`src/rtl/mult_pkg.sv`:
```
// Shared constants and state encoding for the sequential multiplier.
package mult_pkg;

  localparam int DEFAULT_WIDTH = 32;

  typedef enum logic [1:0] {
    IDLE = 2'd0,
    BUSY = 2'd1,
    DONE = 2'd2
  } state_t;

endpackage

```
`src/rtl/mult_addsub.sv`:
```
// Combinational (WIDTH+1)-bit adder/subtractor used for one partial-product step.
module mult_addsub #(
  parameter int WIDTH = 32
) (
  input  logic [WIDTH:0] a_i,
  input  logic [WIDTH:0] b_i,
  input  logic           sub_i,
  output logic [WIDTH:0] y_o
);

  always_comb begin
    y_o = sub_i ? (a_i - b_i) : (a_i + b_i);
  end

endmodule

```
`src/rtl/booth_multiply.sv`:
```
// Sequential WIDTH x WIDTH multiplier, one partial product per enabled cycle,
// signed (last partial product subtracted) or unsigned.
//
//   state | meaning
//   IDLE  | waiting for start
//   BUSY  | stepping through WIDTH partial products
//   DONE  | product valid on Hi/Lo for one cycle
module booth_multiply
  import mult_pkg::*;
#(
  parameter int WIDTH = DEFAULT_WIDTH
) (
  input  logic             clk,
  input  logic             reset,
  input  logic             enable,
  input  logic             start,
  input  logic             is_signed,
  input  logic [WIDTH-1:0] A,
  input  logic [WIDTH-1:0] B,
  output logic             busy,
  output logic             done,
  output logic [WIDTH-1:0] Hi,
  output logic [WIDTH-1:0] Lo
);

  localparam int CW = $clog2(WIDTH) + 1;

  state_t           state_q, state_d;
  logic [CW-1:0]    cnt_q, cnt_d;
  logic [WIDTH:0]   mcand_q, mcand_d;
  logic             signed_q, signed_d;
  logic [WIDTH:0]   acc_q, acc_d;
  logic [WIDTH-1:0] mplr_q, mplr_d;
  logic [WIDTH-1:0] hi_q, hi_d;
  logic [WIDTH-1:0] lo_q, lo_d;

  logic             last_step;
  logic [WIDTH:0]   pp;
  logic [WIDTH:0]   sum;
  logic [WIDTH:0]   acc_nxt;
  logic [WIDTH-1:0] mplr_nxt;

  assign last_step = (cnt_q == CW'(WIDTH - 1));
  assign pp        = mplr_q[0] ? mcand_q : '0;

  mult_addsub #(.WIDTH(WIDTH)) u_addsub (
    .a_i   (acc_q),
    .b_i   (pp),
    .sub_i (signed_q & last_step),
    .y_o   (sum)
  );

  // Shift the (acc, multiplier) pair right by one; the carry/sign becomes the new MSB.
  assign acc_nxt  = {(signed_q & sum[WIDTH]), sum[WIDTH:1]};
  assign mplr_nxt = {sum[0], mplr_q[WIDTH-1:1]};

  always_ff @(posedge clk) begin
    if (reset) begin
      state_q  <= IDLE;
      cnt_q    <= '0;
      mcand_q  <= '0;
      signed_q <= 1'b0;
      acc_q    <= '0;
      mplr_q   <= '0;
      hi_q     <= '0;
      lo_q     <= '0;
    end else begin
      state_q  <= state_d;
      cnt_q    <= cnt_d;
      mcand_q  <= mcand_d;
      signed_q <= signed_d;
      acc_q    <= acc_d;
      mplr_q   <= mplr_d;
      hi_q     <= hi_d;
      lo_q     <= lo_d;
    end
  end

  always_comb begin
    state_d  = state_q;
    cnt_d    = cnt_q;
    mcand_d  = mcand_q;
    signed_d = signed_q;
    acc_d    = acc_q;
    mplr_d   = mplr_q;
    hi_d     = hi_q;
    lo_d     = lo_q;

    if (enable) begin
      case (state_q)
        IDLE, DONE: begin
          if (start) begin
            mcand_d  = {(is_signed & A[WIDTH-1]), A};
            signed_d = is_signed;
            acc_d    = '0;
            mplr_d   = B;
            cnt_d    = '0;
            state_d  = BUSY;
          end else begin
            state_d  = IDLE;
          end
        end
        BUSY: begin
          acc_d  = acc_nxt;
          mplr_d = mplr_nxt;
          cnt_d  = cnt_q + 1'b1;
          if (last_step) begin
            hi_d    = acc_nxt[WIDTH-1:0];
            lo_d    = mplr_nxt;
            state_d = DONE;
          end
        end
        default: state_d = IDLE;
      endcase
    end
  end

  assign busy = (state_q == BUSY);
  assign done = (state_q == DONE);
  assign Hi   = hi_q;
  assign Lo   = lo_q;

endmodule

```
`config.mk`:
```
export PLATFORM = sky130hd
export DESIGN_NAME = booth_multiply
export DESIGN_NICKNAME = d
export VERILOG_FILES = /design/src/rtl/mult_pkg.sv /design/src/rtl/mult_addsub.sv /design/src/rtl/booth_multiply.sv
export SDC_FILE = /design/constraint.sdc
export NUM_CORES = 1
export LEC_CHECK = 0
export BUFFER_PORTS_ARGS = -buffer_cell sky130_fd_sc_hd__buf_2
export CAP_MARGIN = 20
export CELL_PAD_IN_SITES_DETAIL_PLACEMENT = 1
export CELL_PAD_IN_SITES_GLOBAL_PLACEMENT = 1
export CORE_MARGIN = 2
export CORE_UTILIZATION = 38
export DETAILED_ROUTE_END_ITERATION = 12
export HOLD_SLACK_MARGIN = 0.03
export PLACE_DENSITY = 0.85
export SLEW_MARGIN = 25
export SYNTH_ARGS = -nofsm -noshare
export SYNTH_HDL_FRONTEND = slang
export SYNTH_SLANG_ARGS = --single-unit
```
`constraint.sdc`:
```
create_clock -name clk -period 3.95 [get_ports clk]
set_input_delay 0.1975 -clock clk [delete_from_list [all_inputs] [get_ports clk]]
set_output_delay 0.1975 -clock clk [all_outputs]
set_load 0.005 [all_outputs]
```
=== Word-level counts from Yosys, hierarchy flattened ===
Index checks and enable logic that the tools add are counted.

* Flip-flop bits (word level): 171
* Logic and storage cells: 37
* Output and inout port bits: 66
* Bits of input ports: 69

* Bitwise logic cells: 3
* Add/subtract/negate cells: 3
* Reduce and logical (&&, ||, !) cells: 7
* Muxes and demuxes: 11
* Eq/ne operators: 5

{| class="wikitable"
|+ Operators by type and width
! operator !! number
|-
| $mux 33 || 3
|-
| $pmux 33 s2 || 1
|-
| $pmux 32 s2 || 1
|-
| $add 33x33->33 || 1
|-
| $sub 33x33->33 || 1
|-
| $mux 32 || 1
|-
| $pmux 6 s2 || 1
|-
| $reduce_and 3->1 || 3
|-
| $add 6x1->6 const B || 1
|-
| $eq 6x5->1 const B || 1
|-
| $mux 6 || 1
|-
| $pmux 2 s2 || 1
|-
| $and 1x1->1 || 3
|-
| $eq 2x1->1 const B || 1
|-
| $eq 2x2->1 const B || 1
|-
| $logic_not 2->1 || 1
|-
| $mux 2 || 1
|-
| $ne 2x1->1 const B || 1
|-
| $ne 2x2->1 const B || 1
|-
| $reduce_and 2->1 || 1
|-
| $reduce_bool 2->1 || 1
|-
| $reduce_or 2->1 || 1
|-
| $mux 1 || 1
|}

=== Depth between registers and ports, before layout ===
Gate-level depths: netlist of the first run.

* Depth after elaboration: 5
* Gate-level depth with buffers: 20
* Mapped depth without buffers: 17

=== Hierarchy ===
Synthesis of the first run repeated with hierarchy kept, for this count alone.

* Cells, all modules: 1157
* Area, all modules: 8928.6 um2

{| class="wikitable"
|+ Modules (own cells, without submodules)
! module !! times used !! area an instance (um2) !! sequential area each (um2) !! cells an instance
|-
| booth_multiply || 1 || 6506.2 || 3423.3 || 800
|-
| mult_addsub || 1 || 2422.3 || 0.0 || 357
|}

=== Worst setup path before layout of the first run ===
OpenSTA, ideal clock, no wires.

* Path kind: register -> register
* From: reg mplr_q[0]
* To: reg hi_q[29] (netlist: Hi[29])
* Stages on the path, launching flop included: 20
* Arrival: 3.800 ns
* Data required time: 3.828 ns
* Clock period less this slack: 3.922 ns
* Path buffers: 4
* Setup slack: 0.028 ns
* Path through: dfxtp_1 -> buf_2 -> buf_1 -> buf_1 -> nand2_1 -> ha_1 -> nand4_1 -> o21bai_1 -> a21oi_1 -> o22a_1 -> ha_1 -> clkbuf_1 -> nand2_1 -> nor2_1 -> and2_1 -> nand3_1 -> o21ai_0 -> o221ai_1 -> and4_1 -> a311o_1

* Cells in the longest elaborated chain, start to end: 3
* Elaborated cells between the ends (all ways): 4

{| class="wikitable"
|+ Ends and longest elaborated chain
! element !! RTL line !! text
|-
| start: declaration || booth_multiply.sv:33 || <nowiki>logic [WIDTH-1:0] mplr_q, mplr_d;</nowiki>
|-
| start signal: assignment || booth_multiply.sv:73 || <nowiki>mplr_q <= mplr_d;</nowiki>
|-
| $mux 33 (*) || booth_multiply.sv:44 || <nowiki>assign pp = mplr_q[0] ? mcand_q : '0;</nowiki>
|-
| $add 33x33->33 or $sub 33x33->33 (tied branches) || mult_addsub.sv:12 || <nowiki>y_o = sub_i ? (a_i - b_i) : (a_i + b_i);</nowiki>
|-
| $mux 33 (*) || mult_addsub.sv:12 ||
|-
| end signal: assignment || booth_multiply.sv:74 || <nowiki>hi_q <= hi_d;</nowiki>
|-
| end: declaration || booth_multiply.sv:34 || <nowiki>logic [WIDTH-1:0] hi_q, hi_d;</nowiki>
|}

Every way passes the cells marked *; elsewhere a longest branch is shown, timed or not.
A chain may end at the register's enable or synchronous reset.

=== Worst setup path in the final report of the first run ===
* From: reg mcand_q[2]
* To: reg acc_q[24]

* Cells in the longest elaborated chain, start to end: 4
* Elaborated cells between the ends (all ways): 5

{| class="wikitable"
|+ Ends and longest elaborated chain
! element !! RTL line !! text
|-
| start: declaration || booth_multiply.sv:30 || <nowiki>logic [WIDTH:0] mcand_q, mcand_d;</nowiki>
|-
| start signal: assignment || booth_multiply.sv:70 || <nowiki>mcand_q <= mcand_d;</nowiki>
|-
| $mux 33 (*) || booth_multiply.sv:44 ||
|-
| $add 33x33->33 or $sub 33x33->33 (tied branches) || mult_addsub.sv:12 ||
|-
| $mux 33 (*) || mult_addsub.sv:12 ||
|-
| $pmux 33 s2 (*) || booth_multiply.sv:90 || <nowiki>case (state_q)</nowiki>
|-
| end signal: assignment || booth_multiply.sv:63 || <nowiki>acc_q <= '0;</nowiki>
|-
| end signal: assignment || booth_multiply.sv:72 || <nowiki>acc_q <= acc_d;</nowiki>
|-
| end: declaration || booth_multiply.sv:32 || <nowiki>logic [WIDTH:0] acc_q, acc_d;</nowiki>
|}

Marked as above.

==> results of run 1 <==
routing by layer:
layer  GRT usage  up-vias
li1            -     4471
met4      0.0760        0
met3      0.0361       60
met2       0.426      277
met5           0        -
met1       0.337     4658
sequential cells by signal, summed over array words and instances, names as in the netlist:
| signal | flops |
|---|---|
| Hi | 32 |
| acc_q | 33 |
| mcand_q | 33 |
| cnt_q | 6 |
| state_q | 2 |
| Lo | 32 |
| signed_q | 1 |
| mplr_q | 32 |
area by class of cell:
cell class | instances | area [sq um]
fillers | 2795 | 10800
inverters | 11 | 41.3
well taps | 285 | 357
clock inverters | 15 | 175
multi-input cells | 889 | 5440
clock buffers | 17 | 425
repair buffers | 283 | 1910
flip-flops and latches | 171 | 3430
diodes | 2 | 5.00
worst max-delay path: cells and delay by family (launching register included):
family,cells,cell delay [ns]
AOI/OAI and AO/OA,7,1.48
xor gates and xnor gates,1,0.25
adders and majority gates,1,0.30
buffers and inverters,3,0.53
DFF,1,0.37
and+or+nand+nor,5,0.88
cell families (layout without fill, tap and decap cells):
kind of cell / count (synthesis) / after routing / share of synthesized area
AOI/OAI and AO/OA: 344 / 344 / 0.242
xor gates and xnor gates: 57 / 57 / 0.0572
adders and majority gates: 35 / 35 / 0.0510
buffers and inverters: 86 / 326 / 0.0371
DFF: 171 / 171 / 0.392
muxes: 2 / 2 / 0.00244
other: 0 / 2 / 0
and+or+nand+nor: 451 / 451 / 0.219
power breakdown:
group          internal [uW]  total (uW)  switching, uW
clock network            907        1750            838
registers               1780        1840           56.1
logic                    897        2000           1110
cells in the mapped netlist, types with 16 or more instances:
cell type | instances | share of area
clkbuf_1 | 63 | 0.027
a22oi_1 | 48 | 0.041
a21oi_1 | 163 | 0.093
a21o_1 | 16 | 0.014
nor3_1 | 16 | 0.0092
xnor2_1 | 25 | 0.025
o21ai_0 | 41 | 0.023
nand2_1 | 281 | 0.12
dfxtp_1 | 171 | 0.39
ha_1 | 34 | 0.049
xor2_1 | 32 | 0.032
nor2_1 | 84 | 0.036
timing repair:
| action | 4_1_cts | 5_1_grt |
|---|---|---|
| pin swaps | 3 | 35 |
| hold buffers | 36 | 0 |
| hold endpoints to repair | 37 | 0 |
| setup buffers | 3 | 10 |
| gates resized for setup | 19 | 71 |
| endpoints found under the setup margin | 22 | 28 |
| gates cloned | 0 | 1 |
how the worst min path moves through the flow:
stage,start,to,slack (ns)
floorplan,A[0],mcand_q[0],0.33
global placement,Hi[28],Hi[28],0.44
detailed placement,Lo[12],Lo[12],0.44
CTS,B[2],mplr_q[2],0.03
finish,B[7],mplr_q[7],0.05
global route,B[10],mplr_q[10],0.04
per-stage QoR:
step            util  power, uW  hold WS (ns)  instances  setup TNS, ns
2_1_floorplan      -       2810         0.333       1146              0
3_3_place_gp   0.455       3440         0.442       1589         -0.109
3_5_place_dp   0.455       3470         0.444       1589          -1.23
4_1_cts        0.503       5320        0.0327       1660              0
5_1_grt        0.522       5830        0.0418       1673          -1.31
6_report       0.522       5590        0.0455       1673              0
==> impl_metrics.tcl, run 1 <==
set metrics [dict create \
    areaGrowthSynthToFinish_pct 34.9 \
    setup.worst_path.start "mcand_q[2]" \
    clk_latency_ns 0.45 \
    status "completed" \
    cp.required_ns 4.26 \
    cts_tree "yes" \
    synth-seq-cells 171 \
    vias_per_cell 5.66 \
    syn_avg_cell_area_sq_um 7.62 \
    nNetsFinal 1477 \
    grt.total_usage 0.253 \
    grt_pass1_wl_mm 49.3 \
    top_layer_used "met4" \
    hold_viol_final 0 \
    max_freq_ghz 0.254 \
    syn_nets 1250 \
    die_area_sq_um 24200 \
    cp_max_fo 5 \
    drive_above_1_share 0.263 \
    dr.pass1.iters 5 \
    drt_wl_total_mm 32.6 \
    synth_area_sq_um 8730 \
    cts_buffers 17 \
    postPlaceCellArea_sq_um 10300 \
    cp-end-kind "flop" \
    wl_met1_mm 14.4 \
    initial_utilization 0.387 \
    worst_slack_ns 0.0148 \
    powerDensity_nw_per_um2 474 \
    worst_pin_slew_ns 1.06 \
    path_clk_slew_ns 0.08 \
    die_h_um 156 \
    grt_start_max_net_pins 88 \
    routabilityCongestion 0.948 \
    drtIter0Drc 722 \
    dr_wl_met2_mm 15.9 \
    worst_path_largest_cell_delay_ns 0.37 \
    num_vias 9466 \
    critPathArrivalTime_ns 4.25 \
    synth.distinct_cells 58 \
    root_buffer "clkbuf_16" \
    cpMostUsedCell "buf_4" \
    crit_chain "o21ai_0, buf_4, nand2_1, a21oi_1, nor2_1, nor2_1, ha_1, a21o_1, or3_1, o211ai_1, buf_4, nand3_2, a21boi_1, buf_4, o21bai_1, xnor2_2, o21ai_1" \
    dr_wl_met3_mm 1.45 \
    reg2reg_to "acc_q[24]" \
    dp_hpwl_mm 21.2 \
    clk_path_buf_depth 2 \
    worstSetupPathType "flop to flop" \
    drt-wirelength-per-cell_um 19.5 \
    chipWidth_um 156 \
    clkSinkCount 171 \
    synth_edf_count 0 \
    critPathSlowestCell "dfxtp_1" \
    pre_cts_ws_ns -0.168 \
    hold_path_depth 3 \
    power.leakage_uw 0.00493 \
    fin_skew_ns 0.0130 \
    yosys_warnings 0 \
    rrSetupSlack_ns 0.01 \
    stdcell_area_sq_um 11800 \
    ant_nets 0 \
    startpoint_type "flop" \
    num_rows 55 \
    yosysSeqAreaShare 0.392 \
    mostFrequentLayoutCells "nand2_1 (274), dfxtp_1 (169), a21oi_1 (152)" \
    post-route-period-util 0.996 \
    grt_overflow_total 0 \
    slew_viol_final 0 \
    antenna_found_initial 2 \
    ir_drop_mv 0.242 \
    ys.flop_type "dfxtp_1" \
    maxCapViolations 0 \
    hold_class "input port to flop" \
    endpoint "acc_q[24]" \
    finalSetupViolCount 0 \
    final_common_cell "nand2_1" \
    coreArea_sq_um 22600 \
    r2r_start "mcand_q[2]" \
    synth-async-reset-ratio 0 \
    slew_headroom 0.287 \
    htree_levels 4 \
    min_period_ns 3.94 \
    drc 0 \
    io_buffers 134 \
    synthCells 1146 \
    r2r_cells 17 \
    grt_pass1_vias 9404 \
    io_pins 135 \
]
Power figures use the tool's default switching activity.
==> run 2: changes to the inputs <==
MAX_ROUTING_LAYER = met4   (was not set)
SETUP_SLACK_MARGIN = 0.15   (was not set)
==> run 2 against run 1 <==
  * Largest cell class unchanged
  * Sequential power barely moved
  * Power rose by 2.6%
  * Die area did not move
  * Clock-buffer cell count rose by 3
  * Final cell count rose by 1.4%
  * Clock power fell by 2%
  * Via count rose by 2.0%
  * Global-route usage rose by 1.3 points
  * Critical endpoint is now Hi[29]
  * Clock skew fell by 0.0011 ns
  * Sequential share of layout area fell by 0.59 points
  * Register-to-register slack barely moved
  * Non-clock buffer count rose by 23
==> impl_metrics.tcl, run 2 (synthesis gave the netlist of run 1 again) <==
set metrics [dict create \
    max_freq_ghz 0.255 \
    coreArea_sq_um 22600 \
    startpoint_type "flop" \
    multi_input_area_sq_um 5540 \
    cp_max_fo 4 \
    antenna_found_initial 1 \
    worstSetupPathType "flop to flop" \
    ant_nets 0 \
    stdcell_area_sq_um 12000 \
    maxCapViolations 0 \
    final_common_cell "nand2_1" \
    num_vias 9659 \
    post-route-period-util 0.993 \
    path_clk_slew_ns 0.07 \
    routabilityCongestion 0.923 \
    pre_cts_ws_ns -0.375 \
    grt_pass1_vias 9522 \
    ir_drop_mv 0.278 \
    mostFrequentLayoutCells "nand2_1 (274), dfxtp_1 (168), a21oi_1 (147)" \
    seqCellArea_sq_um 3430 \
    slew_viol_final 0 \
    grt_start_max_net_pins 100 \
    clkSinkCount 171 \
    nNetsFinal 1500 \
    io_buffers 134 \
    rsz0062_at_grt "yes" \
    dr.pass1.iters 5 \
    power.leakage_uw 0.00508 \
    chipWidth_um 156 \
    critPathArrivalTime_ns 4.25 \
    drive_above_1_share 0.286 \
    powerDensity_nw_per_um2 476 \
    worst_slack_ns 0.0276 \
    cts_buffers 17 \
    clk_latency_ns 0.44 \
    drt_wl_total_mm 34.4 \
    status "completed" \
    vias_per_cell 5.70 \
    fin_skew_ns 0.0118 \
    hold_path_depth 3 \
    root_buffer "clkbuf_16" \
    r2r_start "mcand_q[6]" \
    areaGrowthSynthToFinish_pct 37.8 \
    cp.required_ns 4.27 \
    postPlaceCellArea_sq_um 10400 \
    internal_power_uw 3690 \
    clkPwrFrac 0.298 \
    finalSetupViolCount 0 \
    drtIter0Drc 784 \
    hold_viol_final 0 \
    htree_levels 4 \
    setup-tns-final_ns 0 \
    drc 0 \
    io_pins 135 \
    drt-wirelength-per-cell_um 20.3 \
    netSwitchingPower_uw 2040 \
    grt_pass1_wl_mm 50.3 \
    cp-end-kind "flop" \
    slew_headroom 0.477 \
    initial_utilization 0.387 \
    p_sw_frac 0.357 \
    die_h_um 156 \
    grt.total_usage 0.266 \
    cts_tree "yes" \
    p_seq_frac 0.320 \
    hold_class "input port to flop" \
    reg.largest.list "acc_q: 33 flops, mcand_q: 33 flops" \
    clk_path_buf_depth 2 \
    grt_overflow_total 0 \
    die_area_sq_um 24200 \
    dp_hpwl_mm 21.7 \
    setup.worst_path.start "mcand_q[6]" \
    min_period_ns 3.92 \
    worst_pin_slew_ns 0.784 \
    comb_power_share 0.381 \
    min-delay-start "A[14]" \
    nFillCells 2725 \
    r2r_cells 17 \
    num_rows 55 \
]
run 2: cell count changes in the layout (fill, tap and decap cells not counted), moves of 3 or more:
cell	before	now
a21oi_1	152	147
a21oi_4	1	5
buf_4	109	132
buf_6	2	7
dlygate4sd3_1	36	32
inv_6	3	6
inv_8	5	2
nor2_1	80	77
nor2_2	2	5
o21ai_0	32	23
o21ai_1	6	14
run 2: worst paths after layout:
check	to	slack [ns]
setup / recovery	Hi[29]	0.03
hold reg to reg	Lo[22]	0.46
setup reg to reg	Hi[29]	0.03
hold / removal	mcand_q[14]	0.05
run 2: final cells by class:
cell class,instances,share of cell area
inverter,11,0.00343
antenna,2,0.000416
clock inverter,12,0.0106
clock buffer,20,0.0371
multi-input combinational,889,0.460
tap,285,0.0296
sequential,171,0.285
timing repair buffer,306,0.174
run 2: power groups by stage:
stage | sequential (uW) | combinational [uW] | clock, uW
finish | 1840 | 2180 | 1710
global placement | 1860 | 1630 | 0
global route | 1840 | 2320 | 1800
CTS | 1830 | 1860 | 1720
floorplan | 1850 | 956 | 0
detailed placement | 1870 | 1670 | 0
run 2: through the flow:
step | power (uW) | hold WS [ns] | instances | utilization
after floorplan | 2810 | 0.333 | 1146 | -
after global placement | 3490 | 0.440 | 1608 | 0.461
after detailed placement | 3540 | 0.447 | 1608 | 0.461
after CTS | 5410 | 0.0457 | 1679 | 0.509
after global routing | 5970 | 0.0579 | 1695 | 0.533
final | 5730 | 0.0534 | 1696 | 0.533
run 2: layer usage:
metal,vias up,share of wire,GRT usage
li1,4510,-,-
met3,85,0.051,0.0414
met5,-,0,-
met2,335,0.49,0.439
met4,0,0.033,0.0690
met1,4729,0.42,0.341
run 2: what timing repair did:
| action | CTS | global route |
|---|---|---|
| endpoints found under the setup margin | 28 | 33 |
| pin swaps | 23 | 51 |
| endpoints found under the hold margin | 32 | 0 |
| hold buffers | 32 | 0 |
| setup buffers | 7 | 14 |
| gates resized for setup | 37 | 89 |
run 2: worst max-delay path, cell delays in order (launching register included):
cell,delay (ns)
dfxtp_2,0.32
or4_4,0.56
or4_4,0.54
a21oi_4,0.21
nand2_2,0.09
nand2_2,0.11
xnor2_2,0.09
ha_4,0.29
and3_4,0.20
and3_4,0.20
nand2_4,0.08
buf_4,0.15
buf_4,0.12
nand3_1,0.10
o221ai_2,0.12
buf_4,0.16
and4_1,0.20
a311o_1,0.26
==> run 3: changes to the inputs <==
CORE_ASPECT_RATIO = 1.25   (was not set)
GPL_ROUTABILITY_DRIVEN = 0   (was not set)
PLACE_DENSITY = 0.73   (was 0.85)
==> run 3 against run 2 <==
  * Die area about the same
  * Global-route usage down 1.1 points
  * Register-to-register slack better by 0.11 ns
  * Final cell count down 2.7%
  * Clock skew up 0.0031 ns
  * Maximum frequency up 2.9%
  * Routed wire length down 13%
  * Utilization down 2.7 points
  * Clock power about the same
  * Clock-buffer cell count down 2
  * Worst setup slack better by 0.11 ns
  * First-iteration DRC count down 54%
==> impl_metrics.tcl, run 3 (synthesis gave the netlist of run 1 again) <==
set metrics [dict create \
    clk_latency_ns 0.44 \
    pre_cts_ws_ns -0.134 \
    worst_slack_ns 0.140 \
    drc 0 \
    num_vias 9110 \
    ant_nets 0 \
    clk_path_buf_depth 2 \
    chipWidth_um 140 \
    die_area_sq_um 24200 \
    cts_buffers 17 \
    grt.total_usage 0.255 \
    hold_viol_final 0 \
    min_to "mcand_q[5]" \
    antenna_cells 0 \
    initial_utilization 0.383 \
    critPathArrivalTime_ns 4.15 \
    fin_skew_ns 0.0149 \
    top_layer_used "met4" \
    report.power.total_uw 5390 \
    ir_drop_mv 0.366 \
    maxCapViolations 0 \
    power.leakage_uw 0.00481 \
    path_clk_slew_ns 0.07 \
    areaGrowthSynthToFinish_pct 32.1 \
    mostFrequentLayoutCells "nand2_1 (276), dfxtp_1 (170), a21oi_1 (157)" \
    dr_wl_met2_mm 16.0 \
    status "completed" \
    drt-wirelength-per-cell_um 18.2 \
    hold_path_depth 3 \
    min-delay-start "A[5]" \
    cp_max_fo 4 \
    vias_per_cell 5.52 \
    wl_met1_mm 11.9 \
    num_rows 62 \
    grt_pass1_vias 9708 \
    max_freq_ghz 0.262 \
    die_h_um 174 \
    finalSetupViolCount 0 \
    hold_class "input port to flop" \
    slew_headroom 0.367 \
    rsz0062_at_grt "yes" \
    holdWs_ns 0.0450 \
    slew_viol_final 0 \
    reg2reg_to "acc_q[27]" \
    drt_wl_total_mm 30.0 \
    cts_tree "yes" \
    nNetsFinal 1454 \
    worst_pin_slew_ns 0.950 \
    grt_overflow_total 0 \
    drtIter0Drc 364 \
    startpoint_type "flop" \
    htree_levels 4 \
    io_buffers 134 \
    cp-end-kind "flop" \
    dp_hpwl_mm 20.9 \
    cp.required_ns 4.29 \
    min_period_ns 3.81 \
    root_buffer "clkbuf_16" \
    coreArea_sq_um 22800 \
    rrSetupSlack_ns 0.14 \
    dr.pass1.iters 4 \
    drive_above_1_share 0.244 \
    reg.largest.list "acc_q: 33 flops, mcand_q: 33 flops" \
    dr_wl_met3_mm 1.05 \
    final_common_cell "nand2_1" \
    post-route-period-util 0.965 \
    grt_pass1_wl_mm 48.9 \
    grt_start_max_net_pins 87 \
    clkSinkCount 171 \
    r2r_start "mcand_q[18]" \
    worstSetupPathType "flop to flop" \
    antenna_found_initial 1 \
    r2r_cells 16 \
    powerDensity_nw_per_um2 467 \
    io_pins 135 \
]
## run 3: critical path, stage by stage, from the launching register on
cell	delay (ns)
dfxtp_2	0.32
or4_4	0.53
or4_4	0.50
a21oi_2	0.18
buf_4	0.13
nand2_1	0.06
nand2_2	0.09
xnor2_1	0.13
ha_1	0.29
and3_4	0.21
buf_4	0.14
a31oi_2	0.16
a21oi_1	0.11
nor2_1	0.14
o21ai_2	0.11
or3_1	0.34
a32o_1	0.25
## run 3: how the worst max path moves through the flow
| stage | slack (ns) | cells past startpoint | startpoint | end |
|---|---|---|---|---|
| after global routing | -0.01 | 17 | mcand_q[18] | Hi[27] |
| after global placement | -0.06 | 16 | mcand_q[8] | Hi[29] |
| after floorplan | 0.17 | 15 | mcand_q[0] | Hi[29] |
| final | 0.14 | 16 | mcand_q[18] | acc_q[27] |
| after CTS | 0.14 | 15 | mcand_q[7] | Hi[30] |
| after detailed placement | -0.13 | 16 | mcand_q[8] | Hi[29] |
## run 3: per-stage QoR
| stage | cells | area [sq um] | TNS, ns | utilization |
|---|---|---|---|---|
| after floorplan | 1146 | 8740 | 0 | - |
| after global placement | 1576 | 10200 | -0.0872 | 0.446 |
| after detailed placement | 1576 | 10200 | -0.835 | 0.446 |
| after CTS | 1643 | 11200 | 0 | 0.491 |
| after global routing | 1651 | 11500 | -0.0184 | 0.506 |
| final | 1651 | 11500 | 0 | 0.506 |
## run 3: layout make-up
| cell class | count | area [sq um] |
|---|---|---|
| inverters | 11 | 41.3 |
| clock buffers | 18 | 439 |
| well taps | 288 | 360 |
| repair buffers | 260 | 1740 |
| clock inverters | 14 | 151 |
| flip-flops and latches | 171 | 3420 |
| multi-input cells | 889 | 5380 |
| fillers | 2824 | 11300 |
## run 3: timing repair
item,in CTS,in global routing
endpoints found under the hold margin,33,0
gates resized for setup,24,57
hold buffers,32,0
buffers inserted,3,8
pin swaps,13,29
setup endpoints to repair,26,35
## run 3: where the power goes
group	switching (uW)	total [uW]	internal, uW	leakage, uW
Combinational	1020	1830	807	0.00313
Clock	810	1720	914	0.000295
Sequential	55.4	1840	1780	0.00139
## run 3: metal layers
layer  vias to the layer above  GRT usage
li1                       4411          -
met4                         0     0.0958
met1                      4440      0.266
met3                        69     0.0448
met5                         -          -
met2                       190      0.474
